`config.mk`:
```
export PLATFORM = sky130hd
export DESIGN_NAME = cakegame_seq_ctrl
export DESIGN_NICKNAME = d
export VERILOG_FILES = /design/src/rtl/cakegame_pkg.sv /design/src/rtl/cakegame_step_counter.sv /design/src/rtl/cakegame_seq_ctrl.sv
export SDC_FILE = /design/constraint.sdc
export NUM_CORES = 1
export LEC_CHECK = 0
export CELL_PAD_IN_SITES_DETAIL_PLACEMENT = 2
export CELL_PAD_IN_SITES_GLOBAL_PLACEMENT = 2
export CORE_MARGIN = 10
export CORE_UTILIZATION = 31
export CTS_CLUSTER_SIZE = 8
export DETAILED_ROUTE_END_ITERATION = 12
export GPL_TIMING_DRIVEN = 0
export PLACE_DENSITY_LB_ADDON = 0.1
export SYNTH_ARGS = -nofsm -noshare
export SYNTH_HDL_FRONTEND = slang
export SYNTH_SLANG_ARGS = --single-unit
```
`constraint.sdc`:
```
create_clock -name clock -period 5.95 [get_ports clock]
set_input_delay 1.19 -clock clock [delete_from_list [all_inputs] [get_ports clock]]
set_output_delay 1.19 -clock clock [all_outputs]
set_load 0.005 [all_outputs]
```
`src/rtl/cakegame_pkg.sv`:
```
// Cake memory game: shared FSM encoding and display-select constants.
// Imported by cakegame_seq_ctrl and cakegame_step_counter.
package cakegame_pkg;

    typedef enum logic [3:0] {
        ST_IDLE       = 4'h0,
        ST_PREP       = 4'h1,
        ST_START_SHOW = 4'h2,
        ST_SHOW_PLAY  = 4'h3,
        ST_SHOW_GAP   = 4'h4,
        ST_NEXT_SHOW  = 4'h5,
        ST_REG_SHOW   = 4'h6,
        ST_INIT_PLAY  = 4'h7,
        ST_WAIT_PLAY  = 4'h8,
        ST_REG_PLAY   = 4'h9,
        ST_CMP_PLAY   = 4'hA,
        ST_NEXT_PLAY  = 4'hB,
        ST_ROUND_DONE = 4'hC,
        ST_MISS       = 4'hD,
        ST_END        = 4'hE
    } state_t;

    localparam logic [1:0] OUT_SEL_IDLE = 2'b00;
    localparam logic [1:0] OUT_SEL_SHOW = 2'b01;
    localparam logic [1:0] OUT_SEL_PLAY = 2'b10;

    localparam int DEF_MAX_LEN = 16;
    localparam int DEF_LIVES   = 3;

endpackage

```
`src/rtl/cakegame_step_counter.sv`:
```
// Up-counter with clear, load and increment (clear > load > enable),
// plus an equality flag against a terminal value.
// Ports: clock, reset (async, high), clear, load, load_value, enable,
//        term, count, at_term.
module cakegame_step_counter
    import cakegame_pkg::*;
#(
    parameter int W = 4
) (
    input  logic         clock,
    input  logic         reset,
    input  logic         clear,
    input  logic         load,
    input  logic [W-1:0] load_value,
    input  logic         enable,
    input  logic [W-1:0] term,
    output logic [W-1:0] count,
    output logic         at_term
);

    always_ff @(posedge clock or posedge reset) begin
        if (reset)       count <= '0;
        else if (clear)  count <= '0;
        else if (load)   count <= load_value;
        else if (enable) count <= count + 1'b1;
    end

    assign at_term = (count == term);

endmodule

```
`src/rtl/cakegame_seq_ctrl.sv`:
```
// Cake memory game sequencer: show phase, play phase, lives and points.
// Inputs: clock, reset (async, high), start, mode, has_play,
//   correct_play, half_show, end_show, timeout.
// Outputs: mem_addr, round_len, lives_left, points, out_sel, register /
//   RAM / counter controls, reset_random, fast_show, finished, won, state.
// Optional macro CAKEGAME_SPEEDUP_EN enables fast_show.
module cakegame_seq_ctrl
    import cakegame_pkg::*;
#(
    parameter int MAX_LEN     = DEF_MAX_LEN,
    parameter int ADDR_W      = 4,
    parameter int LIVES       = DEF_LIVES,
    parameter int POINTS_W    = 8,
    parameter int SPEEDUP_LEN = 8
) (
    input  logic                clock,
    input  logic                reset,
    input  logic                start,
    input  logic                mode,
    input  logic                has_play,
    input  logic                correct_play,
    input  logic                half_show,
    input  logic                end_show,
    input  logic                timeout,
    output logic [ADDR_W-1:0]   mem_addr,
    output logic [ADDR_W:0]     round_len,
    output logic [2:0]          lives_left,
    output logic [POINTS_W-1:0] points,
    output logic [1:0]          out_sel,
    output logic                clear_reg,
    output logic                enable_reg,
    output logic                clear_ram,
    output logic                ram_we,
    output logic                clear_show_counter,
    output logic                enable_show_counter,
    output logic                clear_timeout_counter,
    output logic                enable_timeout_counter,
    output logic                reset_random,
    output logic                fast_show,
    output logic                finished,
    output logic                won,
    output logic [3:0]          state
);

    localparam logic [ADDR_W:0] MAX_LEN_W = MAX_LEN[ADDR_W:0];
    localparam logic [2:0]      LIVES_W   = LIVES[2:0];

    state_t st, nxt;

    logic              mode_q;
    logic              replay;
    logic              addr_clr, addr_inc, addr_last;
    logic              rl_load, rl_inc, rl_is_max;
    logic              write_ok;
    logic [ADDR_W:0]   rl_init;
    logic [ADDR_W-1:0] last_addr;

    // round_len >= 1 whenever the step index is compared against it
    assign last_addr = ADDR_W'(round_len - 1'b1);
    assign rl_init   = mode ? (ADDR_W+1)'(1) : MAX_LEN_W;

    // Progressive rounds add only their newest step; replays write nothing
    assign write_ok = !replay && (!mode_q || addr_last);

    cakegame_step_counter #(.W(ADDR_W)) u_addr (
        .clock      (clock),
        .reset      (reset),
        .clear      (addr_clr),
        .load       (1'b0),
        .load_value ('0),
        .enable     (addr_inc),
        .term       (last_addr),
        .count      (mem_addr),
        .at_term    (addr_last)
    );

    cakegame_step_counter #(.W(ADDR_W+1)) u_round_len (
        .clock      (clock),
        .reset      (reset),
        .clear      (1'b0),
        .load       (rl_load),
        .load_value (rl_init),
        .enable     (rl_inc),
        .term       (MAX_LEN_W),
        .count      (round_len),
        .at_term    (rl_is_max)
    );

    always_ff @(posedge clock or posedge reset) begin
        if (reset) st <= ST_IDLE;
        else       st <= nxt;
    end

    always_comb begin
        nxt                    = st;
        out_sel                = OUT_SEL_IDLE;
        clear_reg              = 1'b0;
        enable_reg             = 1'b0;
        clear_ram              = 1'b0;
        ram_we                 = 1'b0;
        clear_show_counter     = 1'b0;
        enable_show_counter    = 1'b0;
        clear_timeout_counter  = 1'b0;
        enable_timeout_counter = 1'b0;
        reset_random           = 1'b0;
        finished               = 1'b0;
        addr_inc               = 1'b0;
        rl_load                = 1'b0;
        rl_inc                 = 1'b0;
        case (st)
            ST_IDLE: begin
                clear_show_counter = 1'b1;
                if (start) nxt = ST_PREP;
            end
            ST_PREP: begin
                clear_reg           = 1'b1;
                clear_ram           = 1'b1;
                reset_random        = 1'b1;
                enable_show_counter = 1'b1;
                rl_load             = 1'b1;
                if (half_show) nxt = ST_START_SHOW;
            end
            ST_START_SHOW: begin
                clear_show_counter = 1'b1;
                ram_we             = write_ok;
                nxt                = ST_SHOW_PLAY;
            end
            ST_SHOW_PLAY: begin
                out_sel             = OUT_SEL_SHOW;
                enable_show_counter = 1'b1;
                if (half_show) nxt = ST_SHOW_GAP;
            end
            ST_SHOW_GAP: begin
                enable_show_counter = 1'b1;
                if (end_show) nxt = ST_NEXT_SHOW;
            end
            ST_NEXT_SHOW: begin
                if (addr_last) begin
                    nxt = ST_INIT_PLAY;
                end else begin
                    addr_inc = 1'b1;
                    nxt      = ST_REG_SHOW;
                end
            end
            ST_REG_SHOW: begin
                ram_we = write_ok;
                nxt    = ST_SHOW_PLAY;
            end
            ST_INIT_PLAY: begin
                clear_timeout_counter = 1'b1;
                nxt                   = ST_WAIT_PLAY;
            end
            ST_WAIT_PLAY: begin
                out_sel                = OUT_SEL_PLAY;
                enable_timeout_counter = 1'b1;
                if (has_play)     nxt = ST_REG_PLAY;
                else if (timeout) nxt = ST_MISS;
            end
            ST_REG_PLAY: begin
                out_sel    = OUT_SEL_PLAY;
                enable_reg = 1'b1;
                nxt        = ST_CMP_PLAY;
            end
            ST_CMP_PLAY: begin
                out_sel = OUT_SEL_PLAY;
                nxt     = correct_play ? ST_NEXT_PLAY : ST_MISS;
            end
            ST_NEXT_PLAY: begin
                out_sel               = OUT_SEL_PLAY;
                clear_timeout_counter = 1'b1;
                if (addr_last) begin
                    nxt = ST_ROUND_DONE;
                end else begin
                    addr_inc = 1'b1;
                    nxt      = ST_WAIT_PLAY;
                end
            end
            ST_ROUND_DONE: begin
                if (rl_is_max) begin
                    nxt = ST_END;
                end else begin
                    rl_inc = 1'b1;
                    nxt    = ST_START_SHOW;
                end
            end
            ST_MISS: begin
                nxt = (lives_left == 3'd1) ? ST_END : ST_START_SHOW;
            end
            ST_END: begin
                finished           = 1'b1;
                clear_show_counter = 1'b1;
                if (start) nxt = ST_PREP;
            end
            default: nxt = ST_IDLE;
        endcase
    end

    // Both targets exit after one cycle, so this fires only on entry
    assign addr_clr = (nxt == ST_START_SHOW) || (nxt == ST_INIT_PLAY);

    always_ff @(posedge clock or posedge reset) begin
        if (reset) begin
            mode_q     <= 1'b0;
            lives_left <= LIVES_W;
            points     <= '0;
            replay     <= 1'b0;
            won        <= 1'b0;
        end else begin
            case (st)
                ST_PREP: begin
                    mode_q     <= mode;
                    lives_left <= LIVES_W;
                    points     <= '0;
                    replay     <= 1'b0;
                    won        <= 1'b0;
                end
                ST_NEXT_PLAY: begin
                    if (points != '1) points <= points + 1'b1;
                end
                ST_ROUND_DONE: begin
                    if (rl_is_max) won <= 1'b1;
                    else           replay <= 1'b0;
                end
                ST_MISS: begin
                    lives_left <= lives_left - 3'd1;
                    if (lives_left != 3'd1) replay <= 1'b1;
                end
                default: ;
            endcase
        end
    end

`ifdef CAKEGAME_SPEEDUP_EN
    localparam logic [ADDR_W:0] SPEED_LEN_W = SPEEDUP_LEN[ADDR_W:0];

    logic show_phase;
    assign show_phase = st inside {ST_START_SHOW, ST_SHOW_PLAY,
                                   ST_SHOW_GAP, ST_NEXT_SHOW,
                                   ST_REG_SHOW};
    assign fast_show = show_phase && (round_len >= SPEED_LEN_W);
`else
    logic [ADDR_W:0] unused_speedup;
    assign unused_speedup = SPEEDUP_LEN[ADDR_W:0];
    assign fast_show      = 1'b0;
`endif

    assign state = st;

endmodule

```
# After elaboration in Yosys (flattened, before gate mapping)
# Index checks and enable logic that the tools add are counted.
# classes
addsub	5
eq_ne	25
mux	38
reduce_logical	22
# op_table
cell	n
case mux 4 bit (13 select lines)	1
2-to-1 mux 4 bit	10
equality test 4 bit (second input constant)	7
equality test 4 x 3 -> 1 bit (second input constant)	5
2-to-1 mux 1 bit	16
case mux 8 bit (2 select lines)	1
2-to-1 mux 5 bit	3
equality test 4 x 2 -> 1 bit (second input constant)	3
nonzero test 2 bit	5
adder 8 x 1 -> 8 bit (second input constant)	1
2-to-1 mux 8 bit	1
inequality test 2 bit (second input constant)	4
inequality test 8 bit (second input constant)	1
OR reduction 2 bit	4
2-to-1 mux 3 bit	2
case mux 3 bit (2 select lines)	1
OR reduction 3 bit	2
adder 5 x 1 -> 5 bit (second input constant)	1
equality test 5 bit (second input constant)	1
adder 4 x 1 -> 4 bit (second input constant)	1
equality test 4 x 1 -> 1 bit (second input constant)	1
equality test 4 bit	1
zero test 4 bit	1
case mux 2 bit (2 select lines)	1
other kinds (13)	16
# totals
regBits	27
input_bits	9
out_inout_bits	38
wordCells	98

# Longest topological paths before layout
# Gate-level depths: netlist of run 1.
# depth
ltp_word	7
ltp_mapped	7
ltp_nobuf	7

# Cells and area by module
# A second synthesis of run 1 with hierarchy kept.
# unflattened
cells_unflattened	233
hier_area_um2	1993.2
# by_module_without_submodules
mod	instances	cells_each	area_each_um2
cakegame_seq_ctrl	1	169	1383.8
cakegame_step_counter at u_round_len	1	36	339.1
cakegame_step_counter at u_addr	1	28	270.3

# Least setup slack after synthesis of run 1
# Ideal clock, no wire load.
# synth_path
path_type	flip-flop to output port
start	reg u_round_len.count[0]
end	out ram_we
arrival_time_ps	1708
t_required_ps	4760
path_slack_ps	3052
stages_incl_launch_ff	7
path_buffers	0
cell_sequence	dfrtp_1 -> inv_1 -> ha_1 -> xor2_1 -> and2_1 -> nand3_1 -> a2111oi_0
# synth_via
elab_chain_cells	5
# synth_rtl
item	line	text
from (decl)	cakegame_step_counter.sv:17	output logic [W-1:0] count,
from (signal assigned)	cakegame_step_counter.sv:24	else if (load) count <= load_value;
from (signal assigned)	cakegame_step_counter.sv:25	else if (enable) count <= count + 1'b1;
subtractor 4 x 1 -> 4 bit	cakegame_seq_ctrl.sv:59	assign last_addr = ADDR_W'(round_len - 1'b1);
equality test 4 bit	cakegame_step_counter.sv:28	assign at_term = (count == term);
logical OR 1 bit	cakegame_seq_ctrl.sv:63	assign write_ok = !replay && (!mode_q || addr_last);
logical AND 1 bit	cakegame_seq_ctrl.sv:63	
2-to-1 mux 1 bit	cakegame_seq_ctrl.sv:110	case (st)
to (decl)	cakegame_seq_ctrl.sv:33	output logic ram_we,
# No other way between the ends.

# Worst setup path in the final report of run 1
# Same ends and word-level chain as after synthesis.

==> results of run 1 <==
-- worst paths after layout --
path | cells past startpoint | end | slack [ns]
max in group asynchronous | 2 | state[2] | 3.80
worst max register to register | 7 | u_addr.count[3] | 3.57
worst max-delay path | 7 | ram_we | 1.85
min in group asynchronous | 2 | points[1] | 1.49
worst min-delay path | 2 | won | 0.51
worst min register to register | 2 | won | 0.51
-- per-layer routing --
metal  wire (um)  part of all wire (%)
met5           0                     0
met4          19                  0.34
met3         404                   7.2
met2        2579                    46
met1        2618                    47
-- cells by family (layout without fill, tap and decap cells) --
| family | count (synthesis) | after routing | synth area share [%] |
|---|---|---|---|
| AOI/OAI and AO/OA | 40 | 40 | 16.44 |
| other | 1 | 1 | 0.2078 |
| and+or+nand+nor | 81 | 81 | 23.93 |
| xor gates and xnor gates | 20 | 20 | 9.709 |
| DFF | 27 | 27 | 37.59 |
| buffers and inverters | 18 | 67 | 4.924 |
| adders and majority gates | 7 | 7 | 4.854 |
| muxes | 4 | 4 | 2.358 |
-- cells in the mapped netlist (2+ instances only) --
cell type,number,area [sq um]
nand3_1,3,15.01
dfrtp_1,25,625.6
o221ai_1,2,17.52
ha_1,7,87.58
nor3_1,4,20.02
buf_2,5,25.02
and2_1,3,18.77
o31a_1,2,17.52
inv_1,7,26.28
clkbuf_1,2,7.510
xor2_1,13,113.9
nand2_1,13,48.80
or3b_1,2,17.52
or3_1,3,18.77
a21oi_1,10,50.05
nand4_1,8,50.05
mux2i_1,2,20.02
nand2b_1,6,37.54
nor2_1,23,86.33
dfstp_2,2,52.55
mux2_2,2,22.52
o21a_1,2,15.01
a31oi_1,3,18.77
a211o_1,2,17.52
nand3b_1,2,15.01
o21ai_1,4,20.02
nor2b_1,2,12.51
or2_1,2,12.51
xnor2_1,7,61.31
buf_4,4,30.03
o21ai_0,3,15.01
-- flip-flops by register name, summed over array words and instances (netlist names) --
register and flops:
u_round_len.count 5, state 4, replay 1, lives_left 3
points 8, won 1, u_addr.count 4, mode_q 1
-- per-stage QoR --
step	cells	setup WS [ns]	hold slack (ns)
2_1_floorplan	198	3.052	0.4680
3_3_place_gp	315	2.185	0.4805
3_5_place_dp	315	2.171	0.4931
4_1_cts	319	1.809	0.5196
5_1_grt	319	1.622	0.5434
6_report	319	1.851	0.5055
-- layout make-up --
class	count	area, sq um	area share [%]
Multi-Input combinational cell	153	1037	43.33
Tap cell	72	90.09	3.764
Inverter	7	26.28	1.098
Clock buffer	3	41.29	1.725
Timing Repair Buffer	45	450.4	18.82
Clock inverter	1	7.507	0.3136
Buffer	11	62.56	2.614
Sequential cell	27	678.2	28.33
-- power by group through the flow --
| stage | Sequential [mW] | Combinational, mW | Clock [mW] |
|---|---|---|---|
| 6_report | 0.279 | 0.582 | 0.110 |
| 4_1_cts | 0.281 | 0.594 | 0.116 |
| 2_1_floorplan | 0.269 | 0.343 | 0 |
| 3_3_place_gp | 0.282 | 0.576 | 0 |
| 3_5_place_dp | 0.284 | 0.586 | 0 |
| 5_1_grt | 0.288 | 0.654 | 0.123 |
-- worst register-to-register path, stage by stage (launching register included) --
cell,delay [ns]
dfrtp_1,0.48
inv_1,0.13
ha_1,0.21
and4bb_1,0.26
a221oi_2,0.39
o221ai_1,0.18
a21oi_1,0.42
a32oi_1,0.17
==> run summary, run 1 <==
Status: completed
Reg power frac: 28.7%
RSZ-0062 raised after global routing: false
Syn_area_per_cell: 9.112 sq um
Switch share: 43.59%
Area growth from synthesis to layout: 32.66%
Cell Rows: 27
Peak VDD IR: 163.1 uV
# DRC: 0
Post-CTS sizing: 0
Global-route wire length before repair: 9.390 mm
Postcts setup bufs: 0
CTS buffer count: 3
Max-Cap Viols: 0
Core box area: 5574 sq um
Tot Pwr: 0.9706 mW
Final weighted congestion in routability-driven placement: 0.7570
Vias in the first global route: 1805
Final Hold Vio Count: 0
Share of cells above drive strength 1: 9.312%
Initial antenna violation count: 0
Cells after synthesis: 198
GRT overflow: 0
Crit path buffers/inverters: 2
Max Clock Freq: 244.0 MHz
Routed length per instance: 17.62 um
Number of vias per cell: 5.138
Reg2reg start: u_round_len.count[0]
CP required: 4.76 ns
NumNets Final: 264
Hold Path Class: reg -> reg
Hold Crit Start: won
DIE AREA: 9272 sq um
H-tree depth: 1
Die W: 96.29 um
GRT busiest layer: met2
Post-synthesis sequential area ratio: 37.59%
TritonRoute pass-1 iters: 4
Primary FF master, synth: dfrtp_1
GR Util met3: 3.502%
Fin crit share: 68.89%
Fin area: 2394 sq um
Final Slew Violations: 0
Yosys reg bits: 27
CP Launch Point: u_round_len.count[0]
Sum Neg Setup Slack: 0 ns
Logic pwr share: 60.0%
Pwr/cell area: 405.5 nW/um^2
FFs w/ async S/R, synth: 100.0%
Antenna-violating nets left: 0
Clk slew on worst S/H paths: 0.10 ns
Total GRT Usage: 12.62%
Leak: 1.016 nW
Worst Path Arrival: 2.91 ns
DR vias: 1639
Mapped Nets: 214
Setup CP Type: reg -> out
Routed wire length: 5.622 mm
Worst Path Max Fanout: 6
Pin count of the biggest net entering global routing: 28
Setup violators final: 0
P_sw: 0.4231 mW
TritonCTS Sinks: 27
CTS max path bufs: 2
Internal power: 0.5475 mW
EDFF count, synth: 0
Commonest non-fill, non-tap cell in the layout: clkdlybuf4s50_1
Final core utilization: 42.94%
Crit-path cells: inv_1 -> ha_1 -> xor2_1 -> and2_1 -> nand3_1 -> a2111oi_0 -> clkdlybuf4s50_1
Distinct cells, synth: 54
Slew headroom: 25.82%
Fillers: 624
Post-Place Cell Area: 2345 sq um
ANT cells: 0
Max Clock Skew: 0.001304 ns
Clock power share: 11.3%
Least-Margin Pin Slew: 1.111 ns
Initial Utilization: 32.37%
Final min period: 4.099 ns
TritonCTS clock tree: yes
Slowest cell on crit path: clkdlybuf4s50_1
CP Capture Type: output port
Clock Latency Late Sink: 0.27 ns
Synthesized area: 1804 sq um
CTS Hold Buffers Added: 0
Die H: 96.29 um
I/O Buffers: 45
Yosys warns: 0
Initial drt markers: 29
I/O Pins: 47
Largest stage delay, worst path: 0.61 ns
Root buf cell: clkbuf_8
Most frequent cells in the layout: clkdlybuf4s50_1, dfrtp_1, nor2_1
Met2 usage: 19.67%
Met1 Track Usage GR: 17.19%
Post-DP HPWL: 4.328 mm
Nature of the critical path startpoint: flip-flop
CP delay by family, top: buffers and inverters
Note: power is estimated with default switching activity, not from simulation.
==> run 2: changes to the inputs <==
--- a/config.mk
+++ b/config.mk
@@ -8,7 +8,7 @@
 export CELL_PAD_IN_SITES_DETAIL_PLACEMENT = 2
 export CELL_PAD_IN_SITES_GLOBAL_PLACEMENT = 2
 export CORE_MARGIN = 10
-export CORE_UTILIZATION = 31
+export CORE_UTILIZATION = 29
 export CTS_CLUSTER_SIZE = 8
 export DETAILED_ROUTE_END_ITERATION = 12
 export GPL_TIMING_DRIVEN = 0
==> constraint.sdc (replaced) <==
create_clock -name clock -period 3.9 [get_ports clock]
set_input_delay 0.78 -clock clock [delete_from_list [all_inputs] [get_ports clock]]
set_output_delay 0.78 -clock clock [all_outputs]
set_load 0.005 [all_outputs]
==> run 2 against run 1 <==
Non-clock buffer count did not move. Critical path depth did not move. Sequential share of layout area barely moved. Combinational power rose by 52%. Die area rose by 5.4%. Total power rose by 53%. Setup slack got worse by 1.6 ns.
==> run summary, run 2 (synthesized netlist as in run 1, its figures left out) <==
Least-Margin Pin Slew: 1.114 ns
DR vias: 1638
Total GRT Usage: 12.09%
Final min period: 3.690 ns
Max Clock Freq: 271.0 MHz
Fillers: 675
Initial drt markers: 32
Pin count of the biggest net entering global routing: 28
Commonest non-fill, non-tap cell in the layout: clkdlybuf4s50_1
Max-Cap Viols: 0
Worst Path Max Fanout: 6
CTS Hold Buffers Added: 0
Regs by FF count: points x8, u_round_len.count x5
RSZ-0062 raised after global routing: false
DIE AREA: 9776 sq um
Initial antenna violation count: 0
Antenna-violating nets left: 0
Vias in the first global route: 1919
I/O Pins: 47
Worst Path Arrival: 2.91 ns
GRT overflow: 0
Crit-path cells: inv_1 -> ha_1 -> xor2_1 -> and2_1 -> nand3_1 -> a2111oi_0 -> clkdlybuf4s50_1
CP required: 3.12 ns
Slew headroom: 25.65%
Status: completed
Root buf cell: clkbuf_8
Setup violators final: 0
Leak: 1.023 nW
Core box area: 5991 sq um
Cell Rows: 28
Post-CTS sizing: 0
# DRC: 0
Crit path buffers/inverters: 2
Area growth from synthesis to layout: 32.80%
Fin crit share: 94.61%
CP Capture Type: output port
Number of flip-flops in the largest register: 8
Routed length per instance: 17.75 um
TritonCTS Sinks: 27
Hold slack final: 0.5132 ns
Global-route wire length before repair: 9.963 mm
Pwr/cell area: 618.6 nW/um^2
Final Hold Vio Count: 0
Final core utilization: 40.00%
Post-Place Cell Area: 2349 sq um
Final Slew Violations: 0
Peak VDD IR: 265.7 uV
Largest stage delay, worst path: 0.61 ns
Biggest register: points
Fin area: 2396 sq um
Post-DP HPWL: 4.464 mm
Die H: 98.88 um
ANT cells: 0
Setup CP Type: reg -> out
Routed wire length: 5.715 mm
Share of cells above drive strength 1: 9.717%
I/O Buffers: 45
Die W: 98.88 um
H-tree depth: 1
Tot Pwr: 1.482 mW
NumNets Final: 264
Clock Latency Late Sink: 0.28 ns
Final weighted congestion in routability-driven placement: 0.7762
Initial Utilization: 30.12%
Postcts setup bufs: 0
CTS max path bufs: 2
Number of vias per cell: 5.087
Slowest cell on crit path: clkdlybuf4s50_1
TritonCTS clock tree: yes
Most frequent cells in the layout: clkdlybuf4s50_1, dfrtp_1, nor2_1
Sum Neg Setup Slack: 0 ns
TritonRoute pass-1 iters: 4
CTS buffer count: 3
Nature of the critical path startpoint: flip-flop
CP delay by family, top: buffers and inverters
Clk slew on worst S/H paths: 0.11 ns
Max Clock Skew: 0.005800 ns
Hold Path Class: reg -> reg
run 2: cell types whose count changed in the layout (fill, tap and decap cells not counted), sizes merged:
cell,delta
clkinv,+1
clkinvlp,-1
run 2: worst paths after layout:
| kind | slack, ns | depth (start not counted) | start | to |
|---|---|---|---|---|
| max | 0.21 | 7 | u_round_len.count[0] | ram_we |
| min | 0.51 | 2 | won | won |
| max reg2reg | 1.48 | 7 | u_round_len.count[0] | u_addr.count[3] |
| min reg2reg | 0.51 | 2 | won | won |
| max in group asynchronous | 2.16 | 2 | reset | points[6] |
| min in group asynchronous | 1.08 | 2 | reset | u_round_len.count[2] |
run 2: where the power goes:
| part | switching (mW) | internal [mW] | total (mW) |
|---|---|---|---|
| Sequential | 0.0872 | 0.340 | 0.428 |
| Combinational | 0.458 | 0.425 | 0.883 |
| Clock | 0.0999 | 0.0719 | 0.172 |
run 2: worst reg2reg max path, delay by kind of cell (launching register included):
| family | cells | cell delay (ns) |
|---|---|---|
| xor+xnor | 2 | 0.44 |
| fa+ha+maj | 1 | 0.23 |
| compound gates | 2 | 0.50 |
| simple gates | 1 | 0.55 |
| buf+inv | 1 | 0.13 |
| flops | 1 | 0.49 |
run 2: metrics by stage:
step	cells	worst slack, ns
6_report	322	0.2103
5_1_grt	322	0.02775
4_1_cts	322	0.1217
3_5_place_dp	318	0.4744
3_3_place_gp	318	0.4890
2_1_floorplan	198	1.412
run 2: layout make-up:
| type | instances | area [sq um] | area share [%] |
|---|---|---|---|
| buffer | 11 | 63.81 | 2.663 |
| inverter | 7 | 26.28 | 1.097 |
| sequential | 27 | 678.2 | 28.30 |
| clock inverter | 1 | 5.005 | 0.2089 |
| timing repair buffer | 45 | 450.4 | 18.80 |
| multi-input combinational | 153 | 1037 | 43.29 |
| tap | 75 | 93.84 | 3.916 |
| clock buffer | 3 | 41.29 | 1.723 |
run 2: routing by layer:
metal | vias to the layer above | global-route usage, % | routed length (um)
li1 | 792 | - | -
met1 | 816 | 15.05 | 2607
met2 | 26 | 20.84 | 2832
met3 | 4 | 2.654 | 237
met4 | 0 | 2.315 | 38
met5 | - | 0 | 0
